### src/rtl/rx_da_filter_ctrl.sv
// Receive DA filter controller: holds the SOF and DA blocks, asks the DA checker for a verdict, forwards or discards the frame.
// Latency: SOF beat at t -> TX SOF block at t+3, DA block at t+4; PASS beats forwarded 1 cycle after acceptance.
// Backpressure: RX_READY drops in DECIDE and SEND_DA only; TX side has no backpressure. Stats counters under `DA_FILTER_STATS_EN.
module rx_da_filter_ctrl #(
  parameter int DW = 64
`ifdef DA_FILTER_STATS_EN
  ,
  parameter int CNT_W = 16
`endif
) (
  input  logic          CLK,
  input  logic          RST_N,
  input  logic [DW-1:0] RX_DATA,
  input  logic          RX_VALID,
  input  logic          RX_SOF,
  input  logic          RX_EOF,
  output logic          RX_READY,
  input  logic          PROMISC,
  output logic          CHK_FRAME_START,
  output logic [DW-1:0] CHK_DATA,
  input  logic          DA_VALID,
  output logic [DW-1:0] TX_DATA,
  output logic          TX_VALID,
  output logic          TX_SOF,
  output logic          TX_EOF,
  output logic          TX_ABORT,
  output logic          FRAME_DROP
`ifdef DA_FILTER_STATS_EN
  ,
  output logic [CNT_W-1:0] ACCEPT_CNT,
  output logic [CNT_W-1:0] DROP_CNT
`endif
);

  typedef enum logic [2:0] {
    S_IDLE    = 3'd0,
    S_WAIT_DA = 3'd1,
    S_DECIDE  = 3'd2,
    S_SEND_DA = 3'd3,
    S_PASS    = 3'd4,
    S_DROP    = 3'd5
  } state_e;

  state_e        state_q, state_d;
  logic [DW-1:0] h0_q, h0_d;
  logic [DW-1:0] h1_q, h1_d;
  logic          h1_eof_q, h1_eof_d;
  logic [DW-1:0] tx_dat_q, tx_dat_d;
  logic          tx_vld_q, tx_vld_d;
  logic          tx_sof_q, tx_sof_d;
  logic          tx_eof_q, tx_eof_d;
  logic          tx_abort_q, tx_abort_d;
  logic          runt_drop_q, runt_drop_d;

  logic rx_ready;
  logic chk_start;
  logic decide_accept;
  logic decide_reject;
  logic beat;
  logic accept;

  assign beat   = RX_VALID & rx_ready;
  assign accept = DA_VALID | PROMISC;

  // State register
  always_ff @(posedge CLK or negedge RST_N) begin
    if (!RST_N) state_q <= S_IDLE;
    else        state_q <= state_d;
  end

  // Next-state logic
  always_comb begin
    state_d = state_q;
    case (state_q)
      S_IDLE:    if (beat && RX_SOF && !RX_EOF) state_d = S_WAIT_DA;
      S_WAIT_DA: if (beat && !RX_SOF) state_d = S_DECIDE;
      S_DECIDE: begin
        if (accept)        state_d = S_SEND_DA;
        else if (h1_eof_q) state_d = S_IDLE;
        else               state_d = S_DROP;
      end
      S_SEND_DA: state_d = h1_eof_q ? S_IDLE : S_PASS;
      S_PASS, S_DROP: begin
        if (beat) begin
          if (RX_SOF)      state_d = S_WAIT_DA;
          else if (RX_EOF) state_d = S_IDLE;
        end
      end
      default: state_d = S_IDLE;
    endcase
  end

  // State-decoded outputs; the verdict is only meaningful while the checker strobe is up
  always_comb begin
    rx_ready      = 1'b0;
    chk_start     = 1'b0;
    decide_accept = 1'b0;
    decide_reject = 1'b0;
    case (state_q)
      S_IDLE, S_WAIT_DA, S_PASS, S_DROP: rx_ready = 1'b1;
      S_DECIDE: begin
        chk_start     = 1'b1;
        decide_accept = accept;
        decide_reject = ~accept;
      end
      default: ;
    endcase
  end

  // Holding registers and registered TX stage
  always_comb begin
    h0_d        = h0_q;
    h1_d        = h1_q;
    h1_eof_d    = h1_eof_q;
    tx_dat_d    = tx_dat_q;
    tx_vld_d    = 1'b0;
    tx_sof_d    = 1'b0;
    tx_eof_d    = 1'b0;
    tx_abort_d  = 1'b0;
    runt_drop_d = 1'b0;

    // Any SOF beat (re)starts header capture, except a single-block runt seen in IDLE
    if (beat && RX_SOF) begin
      if (state_q == S_IDLE && RX_EOF) runt_drop_d = 1'b1;
      else                             h0_d        = RX_DATA;
    end

    if (state_q == S_WAIT_DA && beat && !RX_SOF) begin
      h1_d     = RX_DATA;
      h1_eof_d = RX_EOF;
    end

    if (decide_accept) begin
      tx_dat_d = h0_q;
      tx_vld_d = 1'b1;
      tx_sof_d = 1'b1;
    end

    if (state_q == S_SEND_DA) begin
      tx_dat_d = h1_q;
      tx_vld_d = 1'b1;
      tx_eof_d = h1_eof_q;
    end

    // A new SOF while forwarding truncates the outgoing frame: flag it, forward nothing
    if (state_q == S_PASS && beat) begin
      if (RX_SOF) begin
        tx_abort_d = 1'b1;
      end else begin
        tx_dat_d = RX_DATA;
        tx_vld_d = 1'b1;
        tx_eof_d = RX_EOF;
      end
    end
  end

  // Datapath registers
  always_ff @(posedge CLK or negedge RST_N) begin
    if (!RST_N) begin
      h0_q        <= '0;
      h1_q        <= '0;
      h1_eof_q    <= 1'b0;
      tx_dat_q    <= '0;
      tx_vld_q    <= 1'b0;
      tx_sof_q    <= 1'b0;
      tx_eof_q    <= 1'b0;
      tx_abort_q  <= 1'b0;
      runt_drop_q <= 1'b0;
    end else begin
      h0_q        <= h0_d;
      h1_q        <= h1_d;
      h1_eof_q    <= h1_eof_d;
      tx_dat_q    <= tx_dat_d;
      tx_vld_q    <= tx_vld_d;
      tx_sof_q    <= tx_sof_d;
      tx_eof_q    <= tx_eof_d;
      tx_abort_q  <= tx_abort_d;
      runt_drop_q <= runt_drop_d;
    end
  end

  assign RX_READY        = rx_ready;
  assign CHK_FRAME_START = chk_start;
  assign CHK_DATA        = h1_q;
  assign TX_DATA         = tx_dat_q;
  assign TX_VALID        = tx_vld_q;
  assign TX_SOF          = tx_sof_q;
  assign TX_EOF          = tx_eof_q;
  assign TX_ABORT        = tx_abort_q;
  // Runt drops follow the beat by one edge; verdict drops show in the DECIDE cycle itself
  assign FRAME_DROP      = runt_drop_q | decide_reject;

`ifdef DA_FILTER_STATS_EN
  logic [CNT_W-1:0] acc_cnt_q, acc_cnt_d;
  logic [CNT_W-1:0] drop_cnt_q, drop_cnt_d;

  // Saturating frame counters; aborts are deliberately not counted
  always_comb begin
    acc_cnt_d  = acc_cnt_q;
    drop_cnt_d = drop_cnt_q;
    if (decide_accept && acc_cnt_q != {CNT_W{1'b1}})
      acc_cnt_d = acc_cnt_q + CNT_W'(1);
    if ((decide_reject || runt_drop_d) && drop_cnt_q != {CNT_W{1'b1}})
      drop_cnt_d = drop_cnt_q + CNT_W'(1);
  end

  // Counter registers
  always_ff @(posedge CLK or negedge RST_N) begin
    if (!RST_N) begin
      acc_cnt_q  <= '0;
      drop_cnt_q <= '0;
    end else begin
      acc_cnt_q  <= acc_cnt_d;
      drop_cnt_q <= drop_cnt_d;
    end
  end

  assign ACCEPT_CNT = acc_cnt_q;
  assign DROP_CNT   = drop_cnt_q;
`endif

endmodule

### config.mk
export PLATFORM = sky130hd
export DESIGN_NAME = rx_da_filter_ctrl
export DESIGN_NICKNAME = d
export VERILOG_FILES = /design/src/rtl/rx_da_filter_ctrl.sv
export SDC_FILE = /design/constraint.sdc
export NUM_CORES = 1
export LEC_CHECK = 0
export CORE_MARGIN = 2
export CORE_UTILIZATION = 50
export CTS_CLUSTER_SIZE = 12
export DETAILED_ROUTE_END_ITERATION = 6
export PLACE_DENSITY = 0.8
export SETUP_SLACK_MARGIN = 0.05
export SYNTH_ARGS = -nofsm -noshare
export SYNTH_HDL_FRONTEND = slang
export SYNTH_SLANG_ARGS = --single-unit
### constraint.sdc
create_clock -name CLK -period 3.6 [get_ports CLK]
set_clock_uncertainty 0.05 [all_clocks]
set_input_delay 0.54 -clock CLK [delete_from_list [all_inputs] [get_ports CLK]]
set_output_delay 0.54 -clock CLK [all_outputs]
set_load 0.1 [all_outputs]
==> results of run 1 <==
how the worst min path moves through the flow:
| stage | from | to | slack (ps) |
|---|---|---|---|
| after floorplan | RST_N | CHK_DATA[0] | 190 |
| after global placement | h0_q[62] | h0_q[62] | 440 |
| after detailed placement | h0_q[62] | h0_q[62] | 450 |
| after CTS | RST_N | TX_DATA[10] | 80 |
| after global routing | RST_N | CHK_DATA[4] | 110 |
| final | RST_N | CHK_DATA[4] | 40 |
flip-flops by register name, summed over array words and instances (netlist names):
signal and flops:
CHK_DATA 64, TX_DATA 64, h0_q 64, state_q 3, TX_ABORT 1, TX_EOF 1
TX_SOF 1, TX_VALID 1, h1_eof_q 1, runt_drop_q 1
per-layer routing:
metal  up-vias  share of wire (%)  global-route usage (%)
met5         -                  0                       0
met4         0                1.9                    5.84
met3        40                7.0                    4.96
met2       301                 49                    43.2
met1      3826                 42                    35.1
li1       3286                  -                       -
synth_stat cells:
cell | count | area (µm²)
nand2b_1 | 1 | 6.26
o32ai_1 | 44 | 385
nand4bb_1 | 2 | 22.5
inv_1 | 6 | 22.5
o21bai_1 | 1 | 7.51
or3b_1 | 1 | 8.76
or3_1 | 1 | 6.26
o32a_1 | 1 | 10.0
nor2_1 | 4 | 15.0
buf_1 | 6 | 22.5
o21ai_0 | 3 | 15.0
nor3b_1 | 3 | 22.5
nand3_1 | 2 | 10.0
nor3_1 | 2 | 10.0
o2bb2ai_1 | 1 | 8.76
a21o_1 | 2 | 15.0
and4bb_2 | 1 | 12.5
a21oi_1 | 127 | 636
buf_4 | 3 | 22.5
o31ai_1 | 64 | 480
dfrtp_1 | 201 | 5030
nor2b_1 | 1 | 6.26
o21a_1 | 1 | 7.51
o311a_1 | 1 | 10.0
a31oi_1 | 1 | 6.26
mux2_2 | 130 | 1460
inv_2 | 1 | 3.75
o32ai_2 | 19 | 309
nand3b_1 | 65 | 488
a211oi_1 | 2 | 15.0
nand2_1 | 2 | 7.51
buf_6 | 10 | 113
a21oi_2 | 1 | 8.76
buf_2 | 17 | 85.1
clkbuf_1 | 45 | 169
nor4b_1 | 1 | 8.76
kinds of logic (layout without fill, tap and decap cells):
group / Yosys count / after routing / share of synthesized area (%)
DFF: 201 / 201 / 53.1
AOI/OAI and AO/OA: 268 / 268 / 20.2
and+or+nand+nor: 86 / 86 / 6.59
buffers and inverters: 88 / 262 / 4.62
muxes: 130 / 130 / 15.5
stage by stage:
| stage | instances | utilization [%] | area, µm² | setup WS [ps] | hold slack (ps) |
|---|---|---|---|---|---|
| 2_1_floorplan | 773 | - | 9470 | 470 | 194 |
| 4_1_cts | 1181 | 65.9 | 12300 | 660 | 82.1 |
| 6_report | 1181 | 65.9 | 12300 | 658 | 40.9 |
| 3_3_place_gp | 1151 | 62.6 | 11700 | 942 | 439 |
| 3_5_place_dp | 1151 | 62.6 | 11700 | 899 | 446 |
| 5_1_grt | 1181 | 65.9 | 12300 | 594 | 110 |
worst reg2reg max path, stage by stage (launching register included):
cell and delay (ps):
dfrtp_2 350, buf_4 650, inv_1 300, nand3_4 350, buf_4 440, mux2_2 410
cell type report:
type,instances,area [µm²]
timing repair buffer,225,2270
inverter,7,26.3
tap,234,293
multi-input combinational,484,4050
clock inverter,3,43.8
sequential,201,5030
fill,1412,6360
clock buffer,27,568
==> run metrics, run 1 <==
register area share after synthesis 53.1%; grt total ovfl 0; initial antenna violation count 0; Die H 142 µm; worst-margin pin slew 1040 ps; fin crit share 81.7%; htree depth 1; vias in the first global route 7,610; final hold violation count 0; R2R Path End CHK_DATA[45]; Std-Cell Rows 50; CTS tree yes; Net Count, Synth 844; Largest stage delay, worst path 670 ps; Layout area overhead 29.7%; R2R setup slack 940 ps; CP endpoint kind output pin; Final #Nets 1,011; Avg Vias per Cell 6.31; layout cell share with drive strength beyond 1 22.1%; Worst-path clk slew 60 ps; Max Cap Viol 0; Sink Count 201; Required @ worst endpoint 3010 ps; largest delay contributor family on the critical path simple AND/OR/NAND/NOR gates; worst setup path end FRAME_DROP; Die W 142 µm; largest net degree at the start of global routing 94; r2r startpoint state_q[1]; final wirelength 26.1 mm; # diodes 0; CP max-delay cell or3b_4; CTS resizes 0; Pins Over Slew Limit 0; status completed; clock buffer count from CTS 21; WS Path Type reg -> out; via count 7,453; root buf cell clkbuf_16; PortBufs 205; Syn. warnings 0; global-route wire length before repair 41.6 mm; DRC violations left 0; GP Congestion 0.784; Post-DP HPWL 15.9 mm; Longest Clk Path Bufs 3; core outline area 18,600 µm²; TritonRoute pass-1 iters 5; CP Cell Sequence or3b_4 -> inv_1 -> a21o_1 -> buf_12; Post-CTS Setup Bufs 0; Initial Utilization 50.8%; worst slew margin relative to its limit 30.6%; Synth Cell Area 9470 µm²; RSZ-0062 raised after global routing false; Worst Setup SP state_q[2]; Worst setup SP type flop; Synth Register Bits 201; Die Footprint 20,100 µm²; cell count after synthesis 773; Worst Hold Class in -> async; Max Clk Rate 340 MHz; total negative slack 0 ps; wire per inst 22.1 µm; most frequent cells in the layout 200 x dfrtp_1, 200 x clkdlybuf4s50_1, 130 x mux2_2; antenna-violating nets left 0; library cells used by synthesis 36; CP bufs+invs 2; fin crit period 2940 ps; Avg Cell Area, Syn 12.3 µm²; Clock Latency Late Sink 500 ps; Crit path depth 4; Iter 0 DRT Violations 498; number of hold buffers added after cts 0; CP arrival 2350 ps; # setup viols final 0; Critical Path Fanout Max 34; I/O pin count 206; Reg2Reg Depth 5; Total GRT Usage 25.8%
Power of run 1 is not shown: default switching activity piles up to over one toggle a cycle in this logic, so the estimate is an artifact.
==> run 2: changes to the inputs <==
==> constraint.sdc (replaced) <==
create_clock -name CLK -period 2.9 [get_ports CLK]
set_clock_uncertainty 0.05 [all_clocks]
set_input_delay 0.435 -clock CLK [delete_from_list [all_inputs] [get_ports CLK]]
set_output_delay 0.435 -clock CLK [all_outputs]
set_load 0.1 [all_outputs]
==> run metrics, run 2 (same netlist as run 1, synthesis figures left out) <==
Clock Latency Late Sink 500 ps (about the same); DRC violations left 0 (unchanged); CTS tree yes; Register Area 5030 µm² (unchanged); worst-margin pin slew 715 ps (-322 ps); Worst setup SP type flop; I/O pin count 206 (unchanged); RSZ-0062 raised after global routing false; wire per inst 22.3 µm (+1.2%); # setup viols final 0 (unchanged); uppermost layer routed met4; Iter 0 DRT Violations 563 (+13%); layout cell share with drive strength beyond 1 36.6% (+15 points); Initial Utilization 50.8% (unchanged); TritonRoute pass-1 iters 4 (-1); worst slew margin relative to its limit 52.3% (+22 points); CTS resizes 0 (unchanged); clock buffer count from CTS 21 (unchanged); Critical Path Fanout Max 23 (-32%); Layout Cells excl Fill 1,193 (+1.0%); CP Cell Sequence or3b_4 -> inv_1 -> a21o_2 -> buf_12; largest net degree at the start of global routing 87 (-7.4%); # diodes 0 (unchanged); Die W 142 µm (unchanged); Die Footprint 20,100 µm² (unchanged); Layout area overhead 27.3%; Std-Cell Rows 50 (unchanged); global-route wire length before repair 42.5 mm (+2.2%); antenna-violating nets left 0 (unchanged); PortBufs 205 (unchanged); Longest Clk Path Bufs 3 (unchanged); DR WL met3 2.19 mm (+21%); GP Congestion 0.807 (+3.0%); fin crit period 2760 ps; total negative slack 0 ps (unchanged); final hold violation count 0 (unchanged); Max Clk Rate 363 MHz; Die H 142 µm (unchanged); met1 wire length 11.1 mm (+0.73%); Post-DP HPWL 16.6 mm (+4.7%); CP max-delay cell or3b_4; multi-input logic area 4050 µm² (about the same); Worst-path clk slew 60 ps (about the same); Sink Count 201 (unchanged); final hold slack 406 ps (+365 ps); fin crit share 95.0%; htree depth 1 (unchanged); FILL cells 1,470 (+4.1%); final wirelength 26.6 mm (+2.2%); Final #Nets 1,020 (+0.89%); initial antenna violation count 0 (unchanged); grt total ovfl 0 (unchanged); met2 WL 12.8 mm (+1.3%); Avg Vias per Cell 6.32 (+0.16%); Largest stage delay, worst path 620 ps (-50 ps); Worst Hold Class in -> reg; CP endpoint kind output pin; WS Path Type reg -> out; status completed; commonest non-fill, non-tap cell in the layout dfrtp_1; core outline area 18,600 µm² (unchanged); Total GRT Usage 26.4% (+0.57 points); CP arrival 2270 ps (-80 ps); Max Cap Viol 0 (unchanged); most frequent cells in the layout 200 x dfrtp_1, 155 x buf_4, 130 x mux2_2; Required @ worst endpoint 2410 ps (-600 ps); vias in the first global route 7,780 (+2.2%); via count 7,541 (+1.2%); placed instance count 1,159 (+0.70%); Pins Over Slew Limit 0 (unchanged); root buf cell clkbuf_16
-- run 2: cell count changes in the layout (fill, tap and decap cells not counted) --
cell / before / now
buf_4: 17 / 155
clkdlybuf4s50_1: 200 / 68
clkbuf_8: 3 / 6
buf_12: 6 / 8
clkbuf_1: 4 / 6
a21o_1: 2 / 1
a21o_2: 0 / 1
bufinv_16: 1 / 0
clkinv_2: 1 / 0
dlygate4sd3_1: 0 / 1
-- run 2: final timing paths --
path / from / endpoint / slack [ps] / cells after the start
worst max-delay path: state_q[1] / FRAME_DROP / 140 / 4
worst min-delay path: RX_SOF / TX_DATA[54] / 410 / 3
worst max register to register: state_q[2] / TX_DATA[50] / 450 / 4
worst min register to register: h0_q[32] / h0_q[32] / 460 / 1
max in group asynchronous: RST_N / TX_DATA[47] / 1480 / 3
min in group asynchronous: RST_N / CHK_DATA[5] / 510 / 2
-- run 2: worst max-delay path, delay by kind of cell, from the launching register on --
| family | cells | cell delay [ps] |
|---|---|---|
| and+or+nand+nor | 1 | 620 |
| buffers and inverters | 2 | 390 |
| AOI/OAI and AO/OA | 1 | 190 |
| DFF | 1 | 580 |
-- run 2: routing by layer --
metal  track usage (%)  vias up
met5                 0        -
met4              6.79        0
met3              4.83       43
met2              43.0      368
met1              36.7     3817
li1                  -     3313
-- run 2: cell type report --
class / count / share of cell area (%)
repair buffers: 234 / 16.9
multi-input cells: 484 / 33.6
inverters: 7 / 0.218
clock buffers: 32 / 5.11
clock inverters: 1 / 0.0726
flip-flops and latches: 201 / 41.7
well taps: 234 / 2.43
-- run 2: timing repair --
| action | in CTS | in global routing |
|---|---|---|
| hold endpoints to repair | 63 | 0 |
| hold buffers | 1 | 0 |
| setup buffers | 0 | 0 |
-- run 2: through the flow --
| step | worst slack (ps) | utilization (%) | instance area (µm²) |
|---|---|---|---|
| 3_3_place_gp | 521 | 61.3 | 11400 |
| 3_5_place_dp | 446 | 61.3 | 11400 |
| 6_report | 145 | 64.7 | 12100 |
| 5_1_grt | 79.8 | 64.7 | 12100 |
| 4_1_cts | 135 | 64.7 | 12100 |
| 2_1_floorplan | 80.9 | - | 9470 |
Power of run 2 is left out for the same reason.
